[config.mk]
export PLATFORM = sky130hd
export DESIGN_NAME = sprite_select_arbiter_flat
export DESIGN_NICKNAME = d
export VERILOG_FILES = /design/src/rtl/sprite_select_arbiter_if.sv /design/src/rtl/sprite_select_arbiter.sv /design/src/flat_wrapper.sv
export SDC_FILE = /design/constraint.sdc
export NUM_CORES = 1
export LEC_CHECK = 0
export ABC_AREA = 1
export BUFFER_PORTS_ARGS = -buffer_cell sky130_fd_sc_hd__clkbuf_2
export CORE_AREA = 2 2 39 41
export CTS_CLUSTER_DIAMETER = 30
export DETAILED_ROUTE_END_ITERATION = 12
export DIE_AREA = 0 0 41 43
export GPL_TIMING_DRIVEN = 0
export PLACE_DENSITY = 0.85
export SKIP_CTS_REPAIR_TIMING = 1
export SYNTH_ARGS = -nofsm -noshare
export SYNTH_HDL_FRONTEND = slang
export SYNTH_SLANG_ARGS = --single-unit
[constraint.sdc]
create_clock -name clk -period 3.9 [get_ports clk]
set_clock_uncertainty 0.1 [all_clocks]
set_input_delay 0.195 -clock clk [delete_from_list [all_inputs] [get_ports clk]]
set_output_delay 0.195 -clock clk [all_outputs]
set_load 0.01 [all_outputs]
[src/rtl/sprite_select_arbiter_if.sv]
// Sprite arbiter bus: per-frame request sampling in, registered grant out.
//
// Handshake: the master drives frame_start (one-cycle pulse per frame), the
// request vector sprites and ack (the image for the current grant is loaded).
// The slave answers with selected/valid one cycle after the sampling frame;
// valid stays high for as long as a grant is held. The grant is released on
// a frame_start once the hold count has expired and ack has been seen
// during the grant. overrun is a sticky flag raised when a nonzero request
// is dropped because a grant is still held.
interface sprite_select_arbiter_if #(
  parameter int N     = 14,
  parameter int IDX_W = 4
);
  logic             frame_start;
  logic [N-1:0]     sprites;
  logic             ack;
  logic [IDX_W-1:0] selected;
  logic             valid;
  logic             overrun;

  modport master (
    output frame_start, sprites, ack,
    input  selected, valid, overrun
  );

  modport slave (
    input  frame_start, sprites, ack,
    output selected, valid, overrun
  );
endinterface

[src/rtl/sprite_select_arbiter.sv]
// Sprite select arbiter: picks one sprite per frame (fixed priority or
// round-robin) and holds the grant for at least HOLD_FRAMES frames and
// until the consumer acknowledges the image load.
module sprite_select_arbiter #(
  parameter int N           = 14,
  parameter int IDX_W       = 4,
  parameter int RR          = 0,
  parameter int HOLD_FRAMES = 4
) (
  input  logic                  clk,
  input  logic                  reset,
  sprite_select_arbiter_if.slave bus,
  output logic [0:0]            dbg_state_o
);

  localparam logic [0:0] ST_IDLE = 1'b0;
  localparam logic [0:0] ST_SHOW = 1'b1;

  localparam int               CNT_W    = (HOLD_FRAMES > 1) ? $clog2(HOLD_FRAMES) : 1;
  localparam logic [CNT_W-1:0] CNT_LOAD = CNT_W'(HOLD_FRAMES - 1);
  localparam logic [IDX_W-1:0] PTR_RST  = IDX_W'(N - 1);

  logic [0:0]       state_q, state_d;
  logic [IDX_W-1:0] sel_q, sel_d;
  logic             valid_q, valid_d;
  logic             ovr_q, ovr_d;
  logic [CNT_W-1:0] cnt_q, cnt_d;
  logic             ack_seen_q, ack_seen_d;
  logic [IDX_W-1:0] ptr_q, ptr_d;

  logic             win_found;
  logic [IDX_W-1:0] win_idx;
  logic [IDX_W-1:0] scan_pos;
  logic             req_any;
  logic             rel_now;

  assign req_any = (bus.sprites != '0);

  // Winner search: highest set bit, or first set bit walking down from ptr.
  always_comb begin
    win_found = 1'b0;
    win_idx   = '0;
    scan_pos  = '0;
    if (RR == 0) begin
      for (int k = 0; k < N; k++) begin
        if (bus.sprites[k]) begin
          win_found = 1'b1;
          win_idx   = IDX_W'(k);
        end
      end
    end else begin
      for (int i = 0; i < N; i++) begin
        scan_pos = IDX_W'((int'(ptr_q) + N - i) % N);
        if (!win_found && bus.sprites[scan_pos]) begin
          win_found = 1'b1;
          win_idx   = scan_pos;
        end
      end
    end
  end

  // Release is only considered on a frame boundary; ack on the same cycle counts.
  assign rel_now = (cnt_q == '0) && (ack_seen_q || bus.ack);

  // Next-state logic for the IDLE/SHOW grant controller.
  always_comb begin
    state_d    = state_q;
    sel_d      = sel_q;
    valid_d    = valid_q;
    ovr_d      = ovr_q;
    cnt_d      = cnt_q;
    ack_seen_d = ack_seen_q;
    ptr_d      = ptr_q;

    case (state_q)
      ST_IDLE: begin
        // ack here is deliberately ignored so it cannot pre-arm a future release.
        if (bus.frame_start && win_found) begin
          state_d    = ST_SHOW;
          sel_d      = win_idx + 1'b1;
          valid_d    = 1'b1;
          cnt_d      = CNT_LOAD;
          ack_seen_d = 1'b0;
          if (RR != 0) ptr_d = (win_idx == '0) ? PTR_RST : win_idx - 1'b1;
        end
      end
      ST_SHOW: begin
        if (bus.ack) ack_seen_d = 1'b1;
        if (bus.frame_start) begin
          if (rel_now) begin
            if (win_found) begin
              sel_d      = win_idx + 1'b1;
              valid_d    = 1'b1;
              cnt_d      = CNT_LOAD;
              ack_seen_d = 1'b0;
              if (RR != 0) ptr_d = (win_idx == '0) ? PTR_RST : win_idx - 1'b1;
            end else begin
              state_d    = ST_IDLE;
              sel_d      = '0;
              valid_d    = 1'b0;
              ack_seen_d = 1'b0;
            end
          end else begin
            cnt_d = (cnt_q == '0) ? '0 : cnt_q - 1'b1;
            if (req_any) ovr_d = 1'b1;
          end
        end
      end
      default: begin
        state_d = ST_IDLE;
      end
    endcase
  end

  // State registers; synchronous reset wins over every other input.
  always_ff @(posedge clk) begin
    if (reset) begin
      state_q    <= ST_IDLE;
      sel_q      <= '0;
      valid_q    <= 1'b0;
      ovr_q      <= 1'b0;
      cnt_q      <= '0;
      ack_seen_q <= 1'b0;
      ptr_q      <= PTR_RST;
    end else begin
      state_q    <= state_d;
      sel_q      <= sel_d;
      valid_q    <= valid_d;
      ovr_q      <= ovr_d;
      cnt_q      <= cnt_d;
      ack_seen_q <= ack_seen_d;
      ptr_q      <= ptr_d;
    end
  end

  assign bus.selected = sel_q;
  assign bus.valid    = valid_q;
  assign bus.overrun  = ovr_q;
  assign dbg_state_o  = state_q;

endmodule
[src/flat_wrapper.sv]
// flat-port wrapper written by rule: the top's interface ports become plain ports
module sprite_select_arbiter_flat 
#(
  parameter int N           = 14,
  parameter int IDX_W       = 4,
  parameter int RR          = 0,
  parameter int HOLD_FRAMES = 4
)
  (clk, reset, dbg_state_o, bus_frame_start, bus_sprites, bus_ack, bus_selected, bus_valid, bus_overrun);
  sprite_select_arbiter_if #(.N(N), .IDX_W(IDX_W)) bus_i ();
  input  logic clk;
  input  logic reset;
  output logic [0:0] dbg_state_o;
  input wire logic [$bits(bus_i.frame_start)-1:0] bus_frame_start;
  input wire logic [$bits(bus_i.sprites)-1:0] bus_sprites;
  input wire logic [$bits(bus_i.ack)-1:0] bus_ack;
  output wire logic [$bits(bus_i.selected)-1:0] bus_selected;
  output wire logic [$bits(bus_i.valid)-1:0] bus_valid;
  output wire logic [$bits(bus_i.overrun)-1:0] bus_overrun;
  assign bus_i.frame_start = bus_frame_start;
  assign bus_i.sprites = bus_sprites;
  assign bus_i.ack = bus_ack;
  assign bus_selected = bus_i.selected;
  assign bus_valid = bus_i.valid;
  assign bus_overrun = bus_i.overrun;
  sprite_select_arbiter #(.N(N), .IDX_W(IDX_W), .RR(RR), .HOLD_FRAMES(HOLD_FRAMES)) u_core (.clk(clk), .reset(reset), .bus(bus_i), .dbg_state_o(dbg_state_o));
endmodule
==> flow_results.org, run 1 <==
** Setup path
- The worst setup path is of the reg2reg kind.
- The largest individual stage delay along the critical path comes from the cell sky130_fd_sc_hd__dfxtp_1.
- Of all nets on the critical path, the largest fanout is 3.
- Crit path launch type :: register
- At the worst endpoint, the required time is about 3.9 ns.
- Category of the worst setup path capture point :: register
- Worst-path cell chain :: or2_2, nand2_1, nand2_1, nor2_1, nor2_1, o21ai_0, a21oi_1
- For this run, the slowest stage of the critical path takes 0.31 ns.
- Data arrival time of the worst path :: about 1.6 ns

** Logic synthesis
- Top cell type's share of synthesized area :: 0.322
- Top area cells in the synthesized netlist :: sky130_fd_sc_hd__dfxtp_1 32%, sky130_fd_sc_hd__nand2_1 19%, sky130_fd_sc_hd__inv_1 12%
- In this run the cell area of the synthesized design comes to just over 600 µm².
- Post-Syn Instances :: 100
- Largest area contributor in the synthesized netlist :: sky130_fd_sc_hd__dfxtp_1
- Count of different cell masters after synthesis :: 16
- The number of nets handed over by synthesis was about 120.
- Yosys synthesis warning count :: 0
- Synthesized area per cell :: 6.22 µm²
- FF+latch count, synth :: 10
- The share of the Yosys chip area taken by registers is 0.322.

** Timing
- F_max :: roughly 650 MHz
- Crit path setup slack, layout :: 2.36 ns
- Post-route fraction of the period consumed by the critical path :: 0.395
- Headroom to the max-slew limit came out at 0.725.
- Number of hold-slack violations in the final timing report :: 0
- RSZ-0062 raised after global routing :: false
- The number of pins exceeding their max-slew limit in the final report was 0.
- Setup violations remaining at the end of the flow were counted as 0.
- Total Negative Setup Slacks :: 0 ns
- For the pin with the worst max-slew slack, the measured transition is about 0.41 ns.
- Final critical-path required period :: between 1.5 and 2 ns

** Finish
- Compared with the post-synthesis result, the final layout area differs by 27.6%.
- ANT cells :: 0
- The net count of the finished layout is ~150.
- Layout cells sized above 1 :: 0.260

** Global routing
- Global-route wire length before repair :: approximately 2400 µm
- The total overflow left after global routing is 0.
- Entering global routing, the biggest net connects 11 pins.
- Number of antenna violations at the first check in global routing :: 0
- Combined global-route utilization of all metal layers :: 0.195
- The number of global-route vias before repair was about 660.

** Place
- Prior to clock tree synthesis, the placed netlist has a worst setup slack of 2.20 ns.
- The congestion estimate from routability-driven global placement came to approximately 0.73.
- Half-perimeter wire length after placement :: roughly 1100 µm
- Total of buffers placed on input and output ports :: 23

** CTS
- No sink is reached through more buffers than the 2 on the longest clock path.
- Clock latency of the later-clocked register in the worst-skew pair :: roughly 0.26 ns
- CTS saw 10 sinks.
- TritonCTS built the clock tree.
- TritonCTS created 3 clock buffers.
- The root buffer cell chosen for the clock tree is sky130_fd_sc_hd__clkbuf_4.
- # H-tree levels :: 1
- Clk pin slew, worst setup/hold paths :: roughly 0.070 ns

** Floorplan
- Core outline area :: roughly 1400 µm²
- Initial core utilization :: 0.449
- In this run the horizontal extent of the chip is 41 µm.
- Full die area :: about 1800 µm²
- Die height :: ~43 µm
- In this run the count of I/O pins placed on the die edge is 25.
- The initialized floorplan defines 14 standard-cell rows.

** Route
- The count of nets left with antenna violations once routing finished came out at 0.
- Wires add up to between 1000 and 1500 µm.
- In the final routed layout, each cell accounts on average for just over 9 µm.
- The first detailed-routing pass ran for 3 iterations.
- Drc violations :: 0
- Vias per Instance :: approximately 4.8
- Initial DRC Count :: 11
- For this block, the via count after detailed routing is between 600 and 700.

** Worst hold path
- The min-delay analysis places its worst path in the category in2reg.

** Power and ir drop
- Power density of the placed cells :: roughly 330 nW/µm²
- LEAKAGE :: about 0.43 nW
- Across the VDD grid, the largest voltage drop is roughly 270 µV.

** Run
- Count of max-cap constraint violations :: 0

** Status
- Outcome :: finished clean
[sequential cells by signal (all words and copies together) (netlist names)]
signal and cells:
u_core.bus.overrun 1, u_core.ack_seen_q 1, u_core.bus.valid 1, u_core.cnt_q 2
u_core.bus.selected 4, u_core.dbg_state_o 1
[Yosys cell counts]
cell	count
sky130_fd_sc_hd__nor4_2	2
sky130_fd_sc_hd__inv_1	20
sky130_fd_sc_hd__o21ai_0	4
sky130_fd_sc_hd__or2_2	1
sky130_fd_sc_hd__o211ai_1	2
sky130_fd_sc_hd__a21oi_1	10
sky130_fd_sc_hd__o21ai_4	1
sky130_fd_sc_hd__nor2_1	8
sky130_fd_sc_hd__ha_1	1
sky130_fd_sc_hd__buf_1	1
sky130_fd_sc_hd__nor3_1	1
sky130_fd_sc_hd__dfxtp_1	10
sky130_fd_sc_hd__xor2_1	1
sky130_fd_sc_hd__nand3_1	5
sky130_fd_sc_hd__nand2_1	31
sky130_fd_sc_hd__nor2_2	2
[metrics by stage]
stage           util  hold slack, ns  std cells  instance area [µm²]  power [mW]
3_3_place_gp   0.547           0.344        139                  757       0.172
2_1_floorplan      -           0.290        100                  622       0.152
4_1_cts        0.573           0.141        143                  793       0.267
6_report       0.573           0.137        143                  793       0.264
3_5_place_dp   0.547           0.358        139                  757       0.174
5_1_grt        0.573           0.170        143                  793       0.280
[kinds of logic (layout without fill, tap and decap cells)]
group,after synthesis,count (layout),share of synthesized area
DFF,10,10,0.322
buffers and inverters,21,48,0.127
AOI/OAI and AO/OA,17,17,0.163
and+or+nand+nor,50,50,0.354
xor gates and xnor gates,1,1,0.0141
adders and majority gates,1,1,0.0201
[routing by layer]
metal  up-vias  wire length [µm]  GRT usage
met5         -                 0          0
met3         2                60     0.0785
met1       309               574      0.214
li1        363                 -          -
met2        10               691      0.334
met4         0                 5     0.0400
[critical path, delay by kind of cell (launching register included)]
| kind | cells | cell delay, ns |
|---|---|---|
| simple gates | 5 | 0.74 |
| flops | 1 | 0.31 |
| compound gates | 2 | 0.26 |
[cells in the final DEF (no fill, tap or decap)]
| cell | count |
|---|---|
| sky130_fd_sc_hd__inv_1 | 20 |
| sky130_fd_sc_hd__nand3_1 | 5 |
| sky130_fd_sc_hd__nand2_1 | 31 |
| sky130_fd_sc_hd__clkbuf_2 | 23 |
| sky130_fd_sc_hd__o211ai_1 | 2 |
| sky130_fd_sc_hd__clkbuf_8 | 1 |
| sky130_fd_sc_hd__or2_2 | 1 |
| sky130_fd_sc_hd__nor4_2 | 2 |
| sky130_fd_sc_hd__nor2_2 | 2 |
| sky130_fd_sc_hd__a21oi_1 | 10 |
| sky130_fd_sc_hd__nor3_1 | 1 |
| sky130_fd_sc_hd__xor2_1 | 1 |
| sky130_fd_sc_hd__nor2_1 | 8 |
| sky130_fd_sc_hd__o21ai_4 | 1 |
| sky130_fd_sc_hd__ha_1 | 1 |
| sky130_fd_sc_hd__buf_1 | 1 |
| sky130_fd_sc_hd__clkbuf_4 | 3 |
| sky130_fd_sc_hd__dfxtp_1 | 10 |
| sky130_fd_sc_hd__o21ai_0 | 4 |
[final cells by class]
class,instances,area (µm²)
well taps,16,20.0
plain buffers,1,3.75
fillers,142,591
multi-input cells,69,343
clock buffers,4,36.3
inverters,20,75.1
flip-flops and latches,10,200
repair buffers,23,115
[path summary, 6_finish.rpt]
check / startpoint / end / slack [ns] / cells after the start
worst min-delay path: bus_sprites[13] / u_core.bus.selected[0] / 0.14 / 4
worst min register to register: u_core.bus.valid / u_core.bus.valid / 0.36 / 2
worst max-delay path: u_core.ack_seen_q / u_core.cnt_q[1] / 2.36 / 7
worst max register to register: u_core.ack_seen_q / u_core.cnt_q[1] / 2.36 / 7
[power breakdown]
part           total, mW  internal [mW]  switching (mW)
logic             0.0567         0.0238          0.0329
registers          0.115          0.110         0.00530
clock network     0.0925         0.0567          0.0358
total              0.264          0.190          0.0740
(Power assumes the default switching activity.)
==> run 2: changes to the inputs <==
--- a/config.mk
+++ b/config.mk
@@ -5,14 +5,13 @@
 export SDC_FILE = /design/constraint.sdc
 export NUM_CORES = 1
 export LEC_CHECK = 0
-export ABC_AREA = 1
+export ABC_AREA = 0
 export BUFFER_PORTS_ARGS = -buffer_cell sky130_fd_sc_hd__clkbuf_2
-export CORE_AREA = 2 2 39 41
+export CORE_UTILIZATION = 45
 export CTS_CLUSTER_DIAMETER = 30
 export DETAILED_ROUTE_END_ITERATION = 12
-export DIE_AREA = 0 0 41 43
 export GPL_TIMING_DRIVEN = 0
-export PLACE_DENSITY = 0.85
+export PLACE_DENSITY = 0.83
 export SKIP_CTS_REPAIR_TIMING = 1
 export SYNTH_ARGS = -nofsm -noshare
 export SYNTH_HDL_FRONTEND = slang
==> constraint.sdc (replaced) <==
create_clock -name clk -period 1.5 [get_ports clk]
set_clock_uncertainty 0.1 [all_clocks]
set_input_delay 0.075 -clock clk [delete_from_list [all_inputs] [get_ports clk]]
set_output_delay 0.075 -clock clk [all_outputs]
set_load 0.01 [all_outputs]
==> run 2 against run 1 <==
Net effect: the flow now finishes with violations (setup timing); register-to-register slack got worse by 2.3 ns; sequential cell count did not move; area after synthesis fell by 4.0%; combinational power grew to 2.8 times the previous value; total power grew 140%; first-iteration DRC count shrank 45%; worst hold slack lost 0.12 ns; clock power up 88%; via count decreased by 8.6%; die area fell by 16%; largest cell class unchanged; largest power group unchanged.
==> flow_results.org, run 2 <==
** Finish
- Sequential standard cell area :: 200 µm² (unchanged)
- The combined area of the multi-input logic cells came to 394 µm² (was 343 µm²).
- Post-layout nets :: 121 (was 147)
- Final core utilization :: 0.682 (was 0.573)
- Number of inserted filler cells in the final layout :: 98 (was 142)
- Most frequent cells in the layout :: 23 x sky130_fd_sc_hd__clkbuf_2, 12 x sky130_fd_sc_hd__nor2_1, 10 x sky130_fd_sc_hd__dfxtp_1 (was 31 x sky130_fd_sc_hd__nand2_1, 23 x sky130_fd_sc_hd__clkbuf_2, 20 x sky130_fd_sc_hd__inv_1)
- Most frequent standard cell in the layout excluding fill and tap cells :: sky130_fd_sc_hd__clkbuf_2 (was sky130_fd_sc_hd__nand2_1)
- Final instance area :: 798 µm² (was 793 µm²)
- The area growth from synthesis to layout was 33.8% (was 27.6%).
- ANT cells :: 0 (unchanged)
- Layout cells sized above 1 :: 0.430 (was 0.260)
- The flip-flop count of the largest register, all copies and words added came to 4 (unchanged).

** Power and ir drop
- Int Power :: 0.461 mW (was 0.190 mW)
- Power spent charging and discharging nets :: 0.184 mW (was 0.0740 mW)
- Fraction of power spent switching nets :: 0.285 (was 0.280)
- Power density of the placed cells :: 807 nW/µm² (was 333 nW/µm²)
- LEAKAGE :: 0.367 nW (was 0.434 nW)
- The share of power burned in the clock network was 0.270 (was 0.350).
- Worst vdd rail ir drop :: 754 µV (was 267 µV)
- The sequential power share is 0.480 (was 0.436).
- The combinational power share is 0.250 (was 0.215).
- Tot Pwr :: 0.644 mW (was 0.264 mW)

** Logic synthesis
- The post-synthesis sequential element count was 10 (unchanged).
- The share of the yosys chip area belonging to registers came to 0.335 (was 0.322).
- The number of standard cells after synthesis is 70 (was 100).
- The synthesized net count is 89 (was 119).
- Predominant post-synthesis flop cell :: sky130_fd_sc_hd__dfxtp_1 (unchanged)
- Largest area contributor in the synthesized netlist :: sky130_fd_sc_hd__dfxtp_1 (unchanged)
- Synthesized area per cell :: 8.53 µm² (was 6.22 µm²)
- Area of the mapped netlist :: 597 µm² (was 622 µm²)
- The area share of the largest cell type after synthesis came to 0.335 (was 0.322).
- The number of synthesized flops with an enable pin came to 0 (unchanged).
- The number of distinct library cells after synthesis was 26 (was 16).
- The proportion of register bits with asynchronous set or reset after synthesis is 0 (unchanged).
- Top area cells in the synthesized netlist :: sky130_fd_sc_hd__dfxtp_1 34%, sky130_fd_sc_hd__a21oi_1 7.5%, sky130_fd_sc_hd__nor2_1 7.5% (was sky130_fd_sc_hd__dfxtp_1 32%, sky130_fd_sc_hd__nand2_1 19%, sky130_fd_sc_hd__inv_1 12%)
- Most frequent cell after synthesis :: sky130_fd_sc_hd__nor2_1 (was sky130_fd_sc_hd__nand2_1)
- The yosys synthesis warning count was 0 (unchanged).
- Commonest cells in the netlist: 12 x sky130_fd_sc_hd__nor2_1, 10 x sky130_fd_sc_hd__dfxtp_1, 9 x sky130_fd_sc_hd__a21oi_1 (was 31 x sky130_fd_sc_hd__nand2_1, 20 x sky130_fd_sc_hd__inv_1, 10 x sky130_fd_sc_hd__a21oi_1, 10 x sky130_fd_sc_hd__dfxtp_1, 8 x sky130_fd_sc_hd__nor2_1).

** Setup path
- Maximum fanout encountered on the critical timing path :: 5 (was 3)
- Worst setup slack for register-to-register paths :: 0.09 ns (was 2.36 ns)
- The data arrival time at the worst-slack endpoint was 1.78 ns (was 1.58 ns).
- Worst path max stage delay :: 0.55 ns (was 0.31 ns)
- Worst-path cell chain :: buf_6, or4_4, o41ai_4, buf_4, nor2_4, a211oi_4, a22o_2 (was or2_2, nand2_1, nand2_1, nor2_1, nor2_1, o21ai_0, a21oi_1)
- The class of the most critical setup path is in2reg (was reg2reg).
- Category of the worst setup path capture point :: register (unchanged)
- The data required time of the critical path came to 1.61 ns (was 3.94 ns).
- The kind of start point of the critical path is an input port (was register).
- The count of buffer and inverter cells on the critical path was 2 (was 0).
- The slowest cell on the critical path was sky130_fd_sc_hd__or4_4 (was sky130_fd_sc_hd__dfxtp_1).
- The family of cells with the greatest summed delay on the critical path is compound AO/OA/AOI/OAI gates (was simple AND/OR/NAND/NOR gates).

** Place
- The placer's final routability congestion estimate came to 0.710 (was 0.733).
- The area of placed instances is 737 µm² (was 757 µm²).
- Half-perimeter wire length after placement :: 969 µm (was 1130 µm)
- Total of buffers placed on input and output ports :: 24 (was 23)

** Global routing
- Combined global-route utilization of all metal layers :: 0.183 (was 0.195)
- Vias in the first global route :: 480 (was 658)
- Global-route wire length before repair :: 1800 µm (was 2370 µm)
- The largest net degree at the start of global routing is 10 (was 11).
- Total global routing overflow :: 0 (unchanged)
- The initial antenna violation count was 0 (unchanged).

** CTS
- Cts bufs inserted :: 3 (unchanged)
- The clock sink count was 10 (unchanged).
- The total number of H-tree levels is 1 (unchanged).
- The library cell used as clock root buffer was sky130_fd_sc_hd__clkbuf_4 (unchanged).
- Number of buffers between clock root and the deepest sink :: 2 (unchanged)
- Clock tree from TritonCTS :: yes (unchanged)
- Clk pin slew, worst setup/hold paths :: 0.06 ns (was 0.07 ns)
- The clock latency reported for the late side of the worst-skew pair was 0.26 ns (about the same).

** Timing
- The final-report hold violation count came to 0 (unchanged).
- Final critical-path required period :: between 1.5 and 2 ns
- Final number of max-transition violations :: 0 (unchanged)
- Total setup violations reported at the end of the flow :: 8 (was 0)
- RSZ-0062 raised after global routing :: true (was false)
- Dividing the final minimum period by the clock period gives 1.11.
- Total Negative Setup Slacks :: -0.919 ns (was 0 ns)
- The slew at the pin closest to its max-slew limit is 0.394 ns (was 0.408 ns).
- F_max :: about 600 MHz
- Relative slew margins :: 0.737 (was 0.725)
- Crit path setup slack, layout :: -0.167 ns (was 2.36 ns)

** Route
- The vias per cell is 5.48 (was 4.78).
- DR pass1 iterations :: 4 (was 3)
- Drc violations :: 0 (unchanged)
- Initial DRC Count :: 6 (was 11)
- Antenna violation net count after detailed routing :: 0 (unchanged)
- The number of vias after detailed routing came to 625 (was 684).
- Total wire length :: 1270 µm (was 1330 µm)
- The mean routed wirelength per cell came to 11.1 µm (was 9.31 µm).

** Floorplan
- The I/O pin total was 25 (unchanged).
- Full die area :: 1480 µm² (was 1760 µm²)
- Die extent in x :: 38.4 µm (was 41 µm)
- The standard-cell row count was 12 (was 14).
- The area of the core is 1170 µm² (was 1380 µm²).
- The floorplan die height is 38.4 µm (was 43 µm).
- Initial core utilization :: 0.510 (was 0.449)

** Status
- The final reports fail on setup timing.
- Outcome :: complete, but fails checks (was finished clean)

** Worst hold path
- Type of the tightest min-delay check :: in2reg (unchanged)

** Run
- The max-cap violation count came to 0 (unchanged).
run 2: cell count changes after synthesis, moves of 2 or more:
cell,before,now
sky130_fd_sc_hd__or4_4,0,2
sky130_fd_sc_hd__a22o_1,0,2
sky130_fd_sc_hd__nor4_2,2,0
sky130_fd_sc_hd__a22o_2,0,2
sky130_fd_sc_hd__nor3_1,1,4
sky130_fd_sc_hd__nand3_1,5,0
sky130_fd_sc_hd__nand3b_1,0,2
sky130_fd_sc_hd__nor2_1,8,12
sky130_fd_sc_hd__nand2_1,31,2
sky130_fd_sc_hd__inv_1,20,4
run 2: path summary, 6_finish.rpt:
check,start,to,depth (start not counted)
max,bus_sprites[4],u_core.bus.selected[2],7
min,reset,u_core.dbg_state_o,2
min reg2reg,u_core.bus.valid,u_core.bus.valid,1
max reg2reg,u_core.ack_seen_q,u_core.bus.selected[0],4
run 2: worst reg2reg max path, stage by stage, from the launching register on:
cell	delay (ns)
sky130_fd_sc_hd__dfxtp_1	0.37
sky130_fd_sc_hd__nor2_1	0.10
sky130_fd_sc_hd__o31a_1	0.30
sky130_fd_sc_hd__nor3_2	0.30
sky130_fd_sc_hd__a22o_1	0.19
run 2: through the flow:
stage,std cells,setup WS (ns),hold WS [ns]
after floorplan,70,-0.257,0.0441
after global placement,108,-0.516,0.273
after detailed placement,108,-0.513,0.284
after CTS,111,-0.248,0.00300
after global routing,114,-0.231,0.0277
final,114,-0.167,0.0139
run 2: kinds of logic (layout without fill, tap and decap cells):
logic type / Yosys count / in the layout / synth area share
compound gates: 26 / 26 / 0.350
fa+ha+maj: 1 / 1 / 0.0210
xor+xnor: 1 / 1 / 0.0147
simple gates: 28 / 28 / 0.254
buf+inv: 4 / 34 / 0.0251
flops: 10 / 10 / 0.335
run 2: layout make-up:
| cell class | instances | area share |
|---|---|---|
| Clock buffer | 3 | 0.0282 |
| Tap cell | 14 | 0.0219 |
| Timing Repair Buffer | 27 | 0.187 |
| Multi-Input combinational cell | 56 | 0.494 |
| Sequential cell | 10 | 0.251 |
| Inverter | 4 | 0.0188 |
run 2: per-layer routing:
layer / vias to the layer above / part of all wire / global-route usage
met5: - / 0 / 0
met4: 0 / 0.015 / 0.0517
met3: 4 / 0.065 / 0.0872
met2: 18 / 0.50 / 0.326
met1: 279 / 0.42 / 0.189
li1: 324 / - / -
run 2: power groups by stage:
stage               Clock [mW]  Combinational, mW  Sequential (mW)
finish                   0.174              0.161            0.309
global route             0.198              0.180            0.312
CTS                      0.183              0.151            0.308
detailed placement           0              0.151            0.314
global placement             0              0.148            0.313
floorplan                    0             0.0807            0.319
==> run 3: changes to the inputs <==
--- a/config.mk
+++ b/config.mk
@@ -7,7 +7,10 @@
 export LEC_CHECK = 0
 export ABC_AREA = 0
 export BUFFER_PORTS_ARGS = -buffer_cell sky130_fd_sc_hd__clkbuf_2
-export CORE_UTILIZATION = 45
+export CELL_PAD_IN_SITES_DETAIL_PLACEMENT = 2
+export CELL_PAD_IN_SITES_GLOBAL_PLACEMENT = 2
+export CORE_MARGIN = 2
+export CORE_UTILIZATION = 25
 export CTS_CLUSTER_DIAMETER = 30
 export DETAILED_ROUTE_END_ITERATION = 12
 export GPL_TIMING_DRIVEN = 0
==> run 3 against run 2 <==
Net effect: the run ends with hold timing, setup timing left; clock power grew 45%; cell area is 7.5% higher; maximum frequency is 0.86% higher; via count up 9.0%; critical path depth fell by 1; non-clock buffer count increased by 2; global-route usage is 3.3 points lower; utilization shrank 30 points; largest cell class unchanged; largest power group unchanged.
==> flow_results.org, run 3 (synthesis results as in run 2) <==
** Status
- Outcome :: complete, but fails checks (unchanged)
- Failing checks :: hold timing, setup timing (was setup timing)

** CTS
- The total number of H-tree levels is 1 (unchanged).
- Clock tree from TritonCTS :: yes (unchanged)
- The total CTS buffers is 3 (unchanged).
- The clock latency reported for the late side of the worst-skew pair came to 0.28 ns (was 0.26 ns).
- The clock sink count was 10 (unchanged).
- The clock transition at the registers of the reported paths came to 0.07 ns (was 0.06 ns).
- Root cell of the clock tree :: sky130_fd_sc_hd__clkbuf_4 (unchanged)
- The largest buffer count on any clock path was 2 (unchanged).

** Global routing
- Total global routing overflow :: 0 (unchanged)
- The total track usage was 0.150 (was 0.183).
- Maximum number of pins on one net before global-route repair :: 10 (unchanged)
- The initial antenna violation count was 0 (unchanged).
- Vias in the first global route :: 725 (was 480)
- Global-route wire length before repair :: 3010 µm (was 1800 µm)

** Floorplan
- The I/O pin total was 25 (unchanged).
- Placement Rows :: 17 (was 12)
- The area of the core was 2230 µm² (was 1170 µm²).
- The area enclosed by the die boundary was 2790 µm² (was 1480 µm²).
- Die height :: 52.9 µm (was 38.4 µm)
- The floorplan die width was 52.9 µm (was 38.4 µm).
- Initial core utilization :: 0.267 (was 0.510)

** Timing
- Relative slew margins :: 0.745 (was 0.737)
- Final number of max-transition violations :: 0 (unchanged)
- Crit path setup slack, layout :: -0.153 ns (was -0.167 ns)
- The worst hold-check slack is -0.00104 ns (was 0.0139 ns).
- The final-report hold violation count came to 1 (was 0).
- The final cycle utilization of the critical path is 1.10 (was 1.11).
- RSZ-0062 raised after global routing :: true (unchanged)
- F_max :: 605 MHz (was 600 MHz)
- Actual transition at the worst max-transition pin :: 0.382 ns (was 0.394 ns)
- The time the worst path needs with I/O delays and setup is 1.65 ns (was 1.67 ns).
- Total setup violations reported at the end of the flow :: 8 (unchanged)

** Finish
- The share of post-route cells with drive strength above 1 came to 0.476 (was 0.430).
- The number of nets in the final layout came to 123 (was 121).
- Most frequent cells in the layout :: 22 x sky130_fd_sc_hd__clkbuf_2, 10 x sky130_fd_sc_hd__nor2_1, 10 x sky130_fd_sc_hd__dfxtp_1 (was 23 x sky130_fd_sc_hd__clkbuf_2, 12 x sky130_fd_sc_hd__nor2_1, 10 x sky130_fd_sc_hd__dfxtp_1)
- Most frequent standard cell in the layout excluding fill and tap cells :: sky130_fd_sc_hd__clkbuf_2 (unchanged)
- The count of antenna diodes in the layout was 0 (unchanged).
- Max FFs per register :: 4 (unchanged)
- Final instance area :: 858 µm² (was 798 µm²)
- The area growth from synthesis to layout was 43.8% (was 33.8%).

** Route
- The number of vias after detailed routing is 681 (was 625).
- The mean routed wirelength per cell is 14.2 µm (was 11.1 µm).
- The routed wire length came to 1860 µm (was 1270 µm).
- The number of DRC violations after detailed-routing iteration 0 was 8 (was 6).
- Drc violations :: 0 (unchanged)
- The vias per cell was 5.20 (was 5.48).
- Antenna violation net count after detailed routing :: 0 (unchanged)
- The total iterations of the first detailed-routing run came to 4 (unchanged).

** Place
- Final estimated routing congestion in global placement :: 0.752 (was 0.710)
- The number of buffers added on ports came to 24 (unchanged).
- The area of placed instances was 754 µm² (was 737 µm²).
- Half-perimeter wire length after placement :: 1420 µm (was 969 µm)

** Power and ir drop
- Power density of the placed cells :: 862 nW/µm² (was 807 nW/µm²)
- The power after layout came to 0.740 mW (was 0.644 mW).
- Worst vdd rail ir drop :: 672 µV (was 754 µV)
- The leakage power total was 0.385 nW (was 0.367 nW).

** Setup path
- The worst-path maximum fanout was 5 (unchanged).
- The kind of start point of the critical path was an input port (unchanged).
- Category of the worst setup path capture point :: register (unchanged)
- Data arrival time of the worst path :: 1.78 ns (about the same)
- Category of the most critical setup path :: in2reg (unchanged)
- Worst Path Required :: 1.63 ns (was 1.61 ns)

** Run
- Count of max-cap constraint violations :: 0 (unchanged)

** Worst hold path
- Type of the tightest min-delay check :: in2reg (unchanged)
run 3: worst paths after layout:
kind | cells after the start | slack (ns) | startpoint | endpoint
worst max-delay path | 6 | -0.15 | bus_sprites[7] | u_core.bus.selected[3]
worst min-delay path | 2 | -0.001 | reset | u_core.bus.overrun
worst max register to register | 4 | 0.05 | u_core.ack_seen_q | u_core.bus.selected[0]
worst min register to register | 1 | 0.36 | u_core.bus.valid | u_core.bus.valid
run 3: routing by layer:
metal | track usage | vias up | wire length [µm]
met2 | 0.273 | 18 | 974
met1 | 0.149 | 328 | 763
met5 | 0 | - | 0
li1 | - | 331 | -
met3 | 0.0621 | 4 | 99
met4 | 0.0641 | 0 | 26
run 3: area by class of cell:
type | count | area [µm²]
Fill cell | 275 | 1380
Multi-Input combinational cell | 56 | 398
Clock buffer | 4 | 36.3
Sequential cell | 10 | 200
Timing Repair Buffer | 29 | 174
Inverter | 4 | 15.0
Tap cell | 28 | 35.0
run 3: worst max-delay path: stages:
cell and delay, ns:
sky130_fd_sc_hd__buf_6 0.09, sky130_fd_sc_hd__or4_4 0.55, sky130_fd_sc_hd__o41ai_4 0.46, sky130_fd_sc_hd__nor2_2 0.09, sky130_fd_sc_hd__a211oi_4 0.33, sky130_fd_sc_hd__a22o_2 0.20
run 3: per-stage QoR:
| step | utilization | instances | TNS (ns) | setup WS, ns |
|---|---|---|---|---|
| 4_1_cts | 0.354 | 126 | -1.73 | -0.313 |
| 5_1_grt | 0.384 | 131 | -1.23 | -0.199 |
| 3_3_place_gp | 0.338 | 122 | -4.17 | -0.558 |
| 6_report | 0.384 | 131 | -0.808 | -0.153 |
| 2_1_floorplan | - | 70 | -1.40 | -0.257 |
| 3_5_place_dp | 0.338 | 122 | -4.65 | -0.614 |
run 3: power breakdown:
group,internal (mW),total [mW],switching (mW)
Clock,0.148,0.252,0.104
Sequential,0.288,0.310,0.0220
Combinational,0.0866,0.178,0.0911
